===== config.mk =====
export PLATFORM = sky130hd
export DESIGN_NAME = spi_req_arbiter
export DESIGN_NICKNAME = d
export VERILOG_FILES = /design/src/rtl/spi_arb_pkg.sv /design/src/rtl/spi_req_arbiter_rr_pick.sv /design/src/rtl/spi_req_arbiter.sv
export SDC_FILE = /design/constraint.sdc
export NUM_CORES = 1
export LEC_CHECK = 0
export ABC_AREA = 1
export CORE_ASPECT_RATIO = 0.7
export CORE_MARGIN = 10
export CORE_UTILIZATION = 40
export DETAILED_ROUTE_END_ITERATION = 6
export DONT_BUFFER_PORTS = 1
export PLACE_DENSITY_LB_ADDON = 0.08
export SLEW_MARGIN = 20
export SYNTH_ARGS = -nofsm -noshare
export SYNTH_HDL_FRONTEND = slang
export SYNTH_SLANG_ARGS = --single-unit

===== constraint.sdc =====
create_clock -name clk -period 5.95 [get_ports clk]
set_input_delay 1.19 -clock clk [delete_from_list [all_inputs] [get_ports clk]]
set_output_delay 1.19 -clock clk [all_outputs]
set_load 0.01 [all_outputs]

===== src/rtl/spi_arb_pkg.sv =====
// Shared state type, default widths and command-field helper for the SPI request arbiter.
package spi_arb_pkg;

    localparam int unsigned DEF_NUM_REQ    = 4;
    localparam int unsigned DEF_CMD_WIDTH  = 12;
    localparam int unsigned DEF_READ_WIDTH = 8;
    localparam int unsigned DEF_TIMEOUT    = 1023;

    typedef enum logic [1:0] {
        IDLE  = 2'd0,
        ISSUE = 2'd1,
        WAIT  = 2'd2
    } arb_state_t;

    // Position of the write flag (1 = write, 0 = read) within a command word.
    function automatic int unsigned rw_bit(input int unsigned cmd_width);
        return cmd_width - 1;
    endfunction

endpackage


===== src/rtl/spi_req_arbiter_rr_pick.sv =====
// Round-robin priority picker: first set request above last_grant, wrapping to 0.
module rr_pick #(
    parameter int unsigned NUM_REQ = 4
) (
    input  logic [NUM_REQ-1:0]         req,
    input  logic [$clog2(NUM_REQ)-1:0] last_grant,
    output logic [NUM_REQ-1:0]         grant,
    output logic [$clog2(NUM_REQ)-1:0] idx,
    output logic                       any
);

    localparam int unsigned IDXW = $clog2(NUM_REQ);

    int unsigned       pos;
    logic [IDXW-1:0]   p;

    always_comb begin
        grant = '0;
        idx   = '0;
        any   = 1'b0;
        pos   = 0;
        p     = '0;
        for (int unsigned off = 1; off <= NUM_REQ; off++) begin
            pos = 32'(last_grant) + off;
            if (pos >= NUM_REQ) begin
                pos = pos - NUM_REQ;
            end
            p = IDXW'(pos);
            if (!any && req[p]) begin
                any      = 1'b1;
                idx      = p;
                grant[p] = 1'b1;
            end
        end
    end

endmodule


===== src/rtl/spi_req_arbiter.sv =====
// Shares one SPI master between NUM_REQ requesters: round-robin grant, issue, completion tracking, watchdog.
module spi_req_arbiter
    import spi_arb_pkg::*;
#(
    parameter int unsigned NUM_REQ    = DEF_NUM_REQ,
    parameter int unsigned CMD_WIDTH  = DEF_CMD_WIDTH,
    parameter int unsigned READ_WIDTH = DEF_READ_WIDTH,
    parameter int unsigned TIMEOUT    = DEF_TIMEOUT
) (
    input  logic                         clk,
    input  logic                         rst_n,
    input  logic [NUM_REQ-1:0]           req_vld,
    input  logic [NUM_REQ*CMD_WIDTH-1:0] req_cmd,
    output logic [NUM_REQ-1:0]           req_rdy,
    output logic [NUM_REQ-1:0]           rsp_vld,
    output logic [READ_WIDTH-1:0]        rsp_data,
    output logic                         rsp_err,
    output logic [CMD_WIDTH-1:0]         m_cmd,
    output logic                         m_cmd_vld,
    input  logic                         m_cmd_rdy,
    input  logic                         m_read_vld,
    input  logic [READ_WIDTH-1:0]        m_read_data
);

    localparam int unsigned     IDXW    = $clog2(NUM_REQ);
    localparam int unsigned     CNTW    = $clog2(TIMEOUT + 1);
    localparam int unsigned     RW_BIT  = rw_bit(CMD_WIDTH);
    localparam logic [CNTW-1:0] TO_LAST = CNTW'(TIMEOUT - 1);

    arb_state_t           state;
    logic [IDXW-1:0]      last_grant;
    logic [IDXW-1:0]      owner;
    logic                 is_read;
    logic                 busy_seen;
    logic [CNTW-1:0]      wait_cnt;

    logic [NUM_REQ-1:0]   pick_grant;
    logic [IDXW-1:0]      pick_idx;
    logic                 pick_any;
    logic [CMD_WIDTH-1:0] win_cmd;
    logic                 done;
    logic                 timed_out;

    rr_pick #(
        .NUM_REQ(NUM_REQ)
    ) u_pick (
        .req        (req_vld),
        .last_grant (last_grant),
        .grant      (pick_grant),
        .idx        (pick_idx),
        .any        (pick_any)
    );

    always_comb begin
        win_cmd = '0;
        for (int unsigned i = 0; i < NUM_REQ; i++) begin
            if (pick_grant[i]) begin
                win_cmd = win_cmd | req_cmd[i*CMD_WIDTH +: CMD_WIDTH];
            end
        end
    end

    // Accept strobe is combinational so the requester sees it in the cycle it is chosen.
    assign req_rdy   = (rst_n && state == IDLE) ? pick_grant : '0;

    assign done      = (state == WAIT) && (is_read ? m_read_vld : (m_cmd_rdy && busy_seen));
    assign timed_out = (state == WAIT) && (wait_cnt == TO_LAST);

    always_ff @(posedge clk or negedge rst_n) begin
        if (!rst_n) begin
            state      <= IDLE;
            last_grant <= IDXW'(NUM_REQ - 1);
            owner      <= '0;
            is_read    <= 1'b0;
            busy_seen  <= 1'b0;
            wait_cnt   <= '0;
            m_cmd      <= '0;
            m_cmd_vld  <= 1'b0;
            rsp_vld    <= '0;
            rsp_data   <= '0;
            rsp_err    <= 1'b0;
        end else begin
            rsp_vld  <= '0;
            rsp_data <= '0;
            rsp_err  <= 1'b0;
            case (state)
                IDLE: begin
                    if (pick_any) begin
                        m_cmd      <= win_cmd;
                        m_cmd_vld  <= 1'b1;
                        owner      <= pick_idx;
                        is_read    <= ~win_cmd[RW_BIT];
                        last_grant <= pick_idx;
                        state      <= ISSUE;
                    end
                end
                ISSUE: begin
                    if (m_cmd_rdy) begin
                        m_cmd_vld <= 1'b0;
                        busy_seen <= 1'b0;
                        wait_cnt  <= '0;
                        state     <= WAIT;
                    end
                end
                WAIT: begin
                    // Counter parks at the abort threshold rather than wrapping.
                    if (wait_cnt != TO_LAST) begin
                        wait_cnt <= wait_cnt + 1'b1;
                    end
                    if (!is_read && !m_cmd_rdy) begin
                        busy_seen <= 1'b1;
                    end
                    if (done) begin
                        rsp_vld  <= NUM_REQ'(1) << owner;
                        rsp_data <= is_read ? m_read_data : '0;
                        state    <= IDLE;
                    end else if (timed_out) begin
                        rsp_vld  <= NUM_REQ'(1) << owner;
                        rsp_err  <= 1'b1;
                        state    <= IDLE;
                    end
                end
                default: state <= IDLE;
            endcase
        end
    end

endmodule


; After elaboration in Yosys (flattened, before gate mapping)
; Index checks and enable logic that the tools add are counted.
[word_totals]
inputBits = 64
elab_cells = 134
regBits = 44
[classes]
muxes = 60
bitwise = 7
reduce_logical = 25
n_eq_ne = 9
order_cmp = 12
shift = 1
addsub = 9
[op_table]
columns = op, count
row1 = two-way mux 12 bit, 4
row2 = OR 12 bit, 3
row3 = two-way mux 4 bit, 8
row4 = two-way mux 2 bit, 12
row5 = two-way mux 8 bit, 3
row6 = two-way mux 10 bit, 2
row7 = one-hot mux 10 bit (2 select lines), 1
row8 = two-way mux 1 bit, 19
row9 = logical AND 1 bit, 12
row10 = "< comparator 2 x 3 -> 1 bit, second input constant", 4
row11 = OR 4 bit, 3
row12 = AND reduction 3 bit, 4
row13 = "adder 10 x 1 -> 10 bit, second input constant", 1
row14 = "== test 10 bit, second input constant", 1
row15 = "!= test 10 bit, second input constant", 1
row16 = "greater-or-equal comparator 3 bit, second input constant", 3
row17 = binary-select mux 1 bit (select 2 bit), 4
row18 = demux 1 bit (select 2 bit), 4
row19 = "greater-or-equal comparator 2 x 1 -> 1 bit, second input constant", 4
row20 = "subtractor 2 x 1 -> 2 bit, second input constant", 4
row21 = "adder 2 x 2 -> 3 bit, second input constant", 2
row22 = one-hot mux 2 bit (3 select lines), 1
row23 = logical NOT 1 bit, 5
row24 = "adder 2 x 3 -> 4 bit, second input constant", 1
row25 = 13 further kinds, 17

; Longest topological paths before layout
[depth]
word_depth = 23
mapped_depth = 14
ltp_nobuf = 12

; Modules after synthesis
; From an unflattened synthesis, not the netlist that was laid out.
[hier_totals]
hier_cells = 351
area_unflattened_um2 = 2700.1
[modules_own_cells]
columns = module, area_per_inst_um2, n_inst, cells_each
row1 = spi_req_arbiter, 2164.6, 1, 270
row2 = rr_pick, 535.5, 1, 81

; Worst setup path before layout
; No wires, ideal clock.
[synth_timing]
path_kind = in2out
start = input port req_vld[1]
end = output port req_rdy[1]
slack_ns = 2.683
path_buffers = 1
arrival_ns = 2.077
stages = 10
path_cell_list = nand2_1 -> nand3_2 -> nand2_4 -> inv_4 -> nor2_8 -> nand3_1 -> nand3_2 -> buf_6 -> nand2_1 -> inv_1
[synth_via]
elab_chain_len = 13
[synth_rtl]
columns = element, line
row1 = "start, declared", spi_req_arbiter.sv:12  ; input logic [NUM_REQ-1:0] req_vld,
row2 = binary-select mux 1 bit (select 2 bit), spi_req_arbiter_rr_pick.sv:29  ; if (!any && req[p]) begin
row3 = two-way mux 1 bit (not written as such), spi_req_arbiter_rr_pick.sv:29
row4 = two-way mux 1 bit, spi_req_arbiter_rr_pick.sv:29
row5 = logical NOT 1 bit, spi_req_arbiter_rr_pick.sv:29
row6 = logical AND 1 bit, spi_req_arbiter_rr_pick.sv:29
row7 = two-way mux 1 bit, spi_req_arbiter_rr_pick.sv:29
row8 = logical NOT 1 bit, spi_req_arbiter_rr_pick.sv:29
row9 = logical AND 1 bit, spi_req_arbiter_rr_pick.sv:29
row10 = two-way mux 1 bit, spi_req_arbiter_rr_pick.sv:29
row11 = logical NOT 1 bit, spi_req_arbiter_rr_pick.sv:29
row12 = logical AND 1 bit, spi_req_arbiter_rr_pick.sv:29
row13 = two-way mux 4 bit (*), spi_req_arbiter_rr_pick.sv:29
row14 = two-way mux 4 bit (*), spi_req_arbiter.sv:64  ; assign req_rdy = (rst_n && state == IDLE) ? pick_grant : '0;
row15 = "end, declared", spi_req_arbiter.sv:14  ; output logic [NUM_REQ-1:0] req_rdy,
; Every way passes the cells marked *; elsewhere a longest branch is shown, timed or not. The select of a mux whose other input is x is not followed.

; Final worst setup path
[layout_timing]
start = register last_grant[1]
end = output port req_rdy[1]
[layout_via]
elab_chain_len = 16
[layout_rtl]
columns = element, line
row1 = "start, declared", spi_req_arbiter.sv:31  ; logic [IDXW-1:0] last_grant;
row2 = "start signal, assigned", spi_req_arbiter.sv:72  ; last_grant <= IDXW'(NUM_REQ - 1);
row3 = "start signal, assigned", spi_req_arbiter.sv:93  ; last_grant <= pick_idx;
row4 = "parallel branches: the longest is 14 deep, another holds adder 2 x 1 -> 3 bit", -
row5 = two-way mux 4 bit (*), spi_req_arbiter_rr_pick.sv:29
row6 = two-way mux 4 bit (*), spi_req_arbiter.sv:64
; Every way passes the cells marked *. The select of a mux whose other input is x is not followed.

==> impl_metrics.toml <==
[synth]
synthTopCellsByArea = "dfrtp_1 (39%), nand2_1 (15%), nor2_1 (6.8%)"
synth_top_family_by_area = "simple AND/OR/NAND/NOR gates"
synth-seq-cells = 44
synth_area_um2 = 2720
synth_xor_area_frac = 0.00322
synth_fp_nets = 423
synth_top_area_frac = 0.386
yosys.area_share.adder = 0.0368
synth_top_area_cell = "dfrtp_1"
synth_compound_area_frac = 0.0800
ys_seq_area_frac = 0.406
yosysMostFrequentCell = "nand2_1"
synthCells = 351
synth_common_cells = "nand2_1 (106), nor2_1 (49), dfrtp_1 (42), inv_1 (27)"
synthMuxAreaShare = 0
synthArstFlopShare = 1.00
synth_edf_count = 0
avgSynthCellArea_um2 = 7.75
synth.yosys.warnings = 0
synth_flop_cell = "dfrtp_1"
synth-simple-area-share = 0.397
synthDistinctLibCells = 36

[drt]
viasPerCell = 4.88
routedWlPerCell_um = 15.6
first_pass_iters = 4
finalWirelength_um = 6890
drc_errors = 0
vias = 2160
drt_iter0_markers = 79
ant_nets = 0

[cells_and_area]
insertedDiodeCount = 0
drive_above_1_share = 0.149
syn2layout_area_growth_pct = 4.87
fin_nets = 420
fill_cells = 698

[sta]
setup_viol = 0
finalCritPeriodShare = 0.619
timing.fmax_mhz = 271
maxSlewViolCount = 0
finalHoldViolCount = 0
tns_ns = 0
rsz0062_at_grt = "no"
worst_slew_pin_slew_ns = 0.513
worst_slack_ns = 2.27
slew_headroom = 0.657
skew_ns = 0.00580
period_minus_slack_ns = 3.68
hold_slack_ns = 0.452

[power]
p_switching_uw = 863
sw_frac_of_total = 0.519
powerDensity_nw_per_um2 = 583
power_uw = 1660
p_leak_uw = 0.00141
ir_drop_uv = 229
p_seq_frac = 0.309
p_int_uw = 800
power_frac_clock = 0.117
pwr-share-comb = 0.573

[clocking]
cts_root_buf = "clkbuf_8"
cts_htree_levels = 2
clk_pin_slew_worst_paths_ns = 0.08
cts_buffers = 5
clk_latency_ns = 0.29
postCtsSetupBuffers = 0
cts_sinks = 44
hold_buffers = 0
cts_tree = "yes"
cts_resized = 0
cts_buffer_depth = 2

[global_route]
gr-usage-all-layers = 0.131
grt_pass1_wl_um = 11200
overflow = 0
antenna_found_initial = 0
grt_pass1_vias = 2207
grt_max_degree = 46

[critical_path]
rrSetupSlack_ns = 3.47
setup.worst_path.class = "flop to primary output"
cp-start-kind = "flop"
worstSetupEndpointType = "primary output"
worstPathArrival_ns = 2.49
rr_endpoint = "m_cmd[5]"
reg2reg_depth = 12
r2r_start = "last_grant[0]"
critPathMaxFanout = 13
cp_data_required_time_ns = 4.76

[place]
preCtsSetupSlack_ns = 2.56
io_buffers = 0
routabilityCongestion = 0.842
place_hpwl_um = 5410

[floorplanning]
die_h_um = 89.0
coreArea_um2 = 6690
start_util = 0.407
die_w_um = 119
dieArea_um2 = 10600
io_pins = 94
num_rows = 25

[hold_path]
worstHoldPathCells = 1
hp-start = "owner[1]"
hold_path.class = "flop to flop"
whs_endpoint = "rsp_vld[1]"

[outcome]
status = "finished, final reports clean"

[job]
cap_violations = 0
critical path, stage by stage (launching register included):
cell and delay [ns]:
dfstp_2 0.63, inv_1 0.16, ha_1 0.37, inv_1 0.11, nand3_1 0.10, nand2_1 0.14
nor2_8 0.17, nand3_1 0.10, nand3_2 0.23, nand2_1 0.08, inv_1 0.11
cells in the final DEF (no fill, tap or decap), types with 2 or more instances in the layout:
cell	Yosys	layout
ha_1	8	8
a21oi_2	3	3
nor2_4	2	2
nand2_2	3	3
nand3_2	17	17
nor2_2	4	4
dfstp_2	2	2
nor4_1	5	5
dfrtp_1	42	42
nand4_1	6	6
o21ai_0	12	12
nand2_1	106	106
inv_2	4	4
nor3_1	3	3
a21oi_1	8	8
a21boi_0	3	3
inv_1	27	27
nand2_4	6	6
o21ai_1	2	2
nor2_1	49	49
nand3_1	17	17
clkbuf_8	0	6
kinds of logic after synthesis:
| family | Yosys count |
|---|---|
| xor+xnor | 1 |
| simple gates | 220 |
| compound gates | 35 |
| buf+inv | 43 |
| fa+ha+maj | 8 |
| flops | 44 |
power by group through the flow:
stage,sequential (µW),clock (µW),combinational (µW)
after global placement,525,0,955
final,514,195,953
after floorplan,474,0,882
after detailed placement,523,0,966
after CTS,519,203,967
after global routing,535,217,1110
sequential cells by signal (all words and copies together), names as in the netlist:
name / count
last_grant: 2
owner: 2
busy_seen: 1
m_cmd: 12
wait_cnt: 10
rsp_data: 8
m_cmd_vld: 1
is_read: 1
rsp_err: 1
state: 2
rsp_vld: 4
cell type report:
cell class | count | area (µm²) | area share
Multi-Input combinational cell | 264 | 1410 | 0.493
Sequential cell | 44 | 1100 | 0.387
Inverter | 33 | 131 | 0.0460
Tap cell | 94 | 118 | 0.0412
Clock buffer | 7 | 86.3 | 0.0302
Clock inverter | 1 | 7.51 | 0.00263
layer usage:
| metal | global-route usage | part of all wire |
|---|---|---|
| met1 | 0.170 | 0.47 |
| met2 | 0.193 | 0.41 |
| met3 | 0.0669 | 0.11 |
| met4 | 0.0276 | 0.0083 |
| met5 | 0 | 0 |
metrics by stage:
step	cells	utilization	cell area, µm²
after floorplan	351	-	2720
after global placement	435	0.412	2760
after detailed placement	435	0.412	2760
after CTS	443	0.426	2850
after global routing	443	0.426	2850
final	443	0.426	2850
worst max path at each step:
stage	from	to	slack, ns	cells past startpoint
2_1_floorplan	req_vld[1]	req_rdy[1]	2.68	10
5_1_grt	last_grant[1]	req_rdy[2]	2.04	10
3_3_place_gp	req_vld[1]	req_rdy[1]	2.58	9
6_report	last_grant[1]	req_rdy[1]	2.27	10
4_1_cts	last_grant[0]	req_rdy[1]	2.26	10
3_5_place_dp	req_vld[1]	req_rdy[1]	2.56	9
Note: power is estimated with default switching activity, not from simulation.
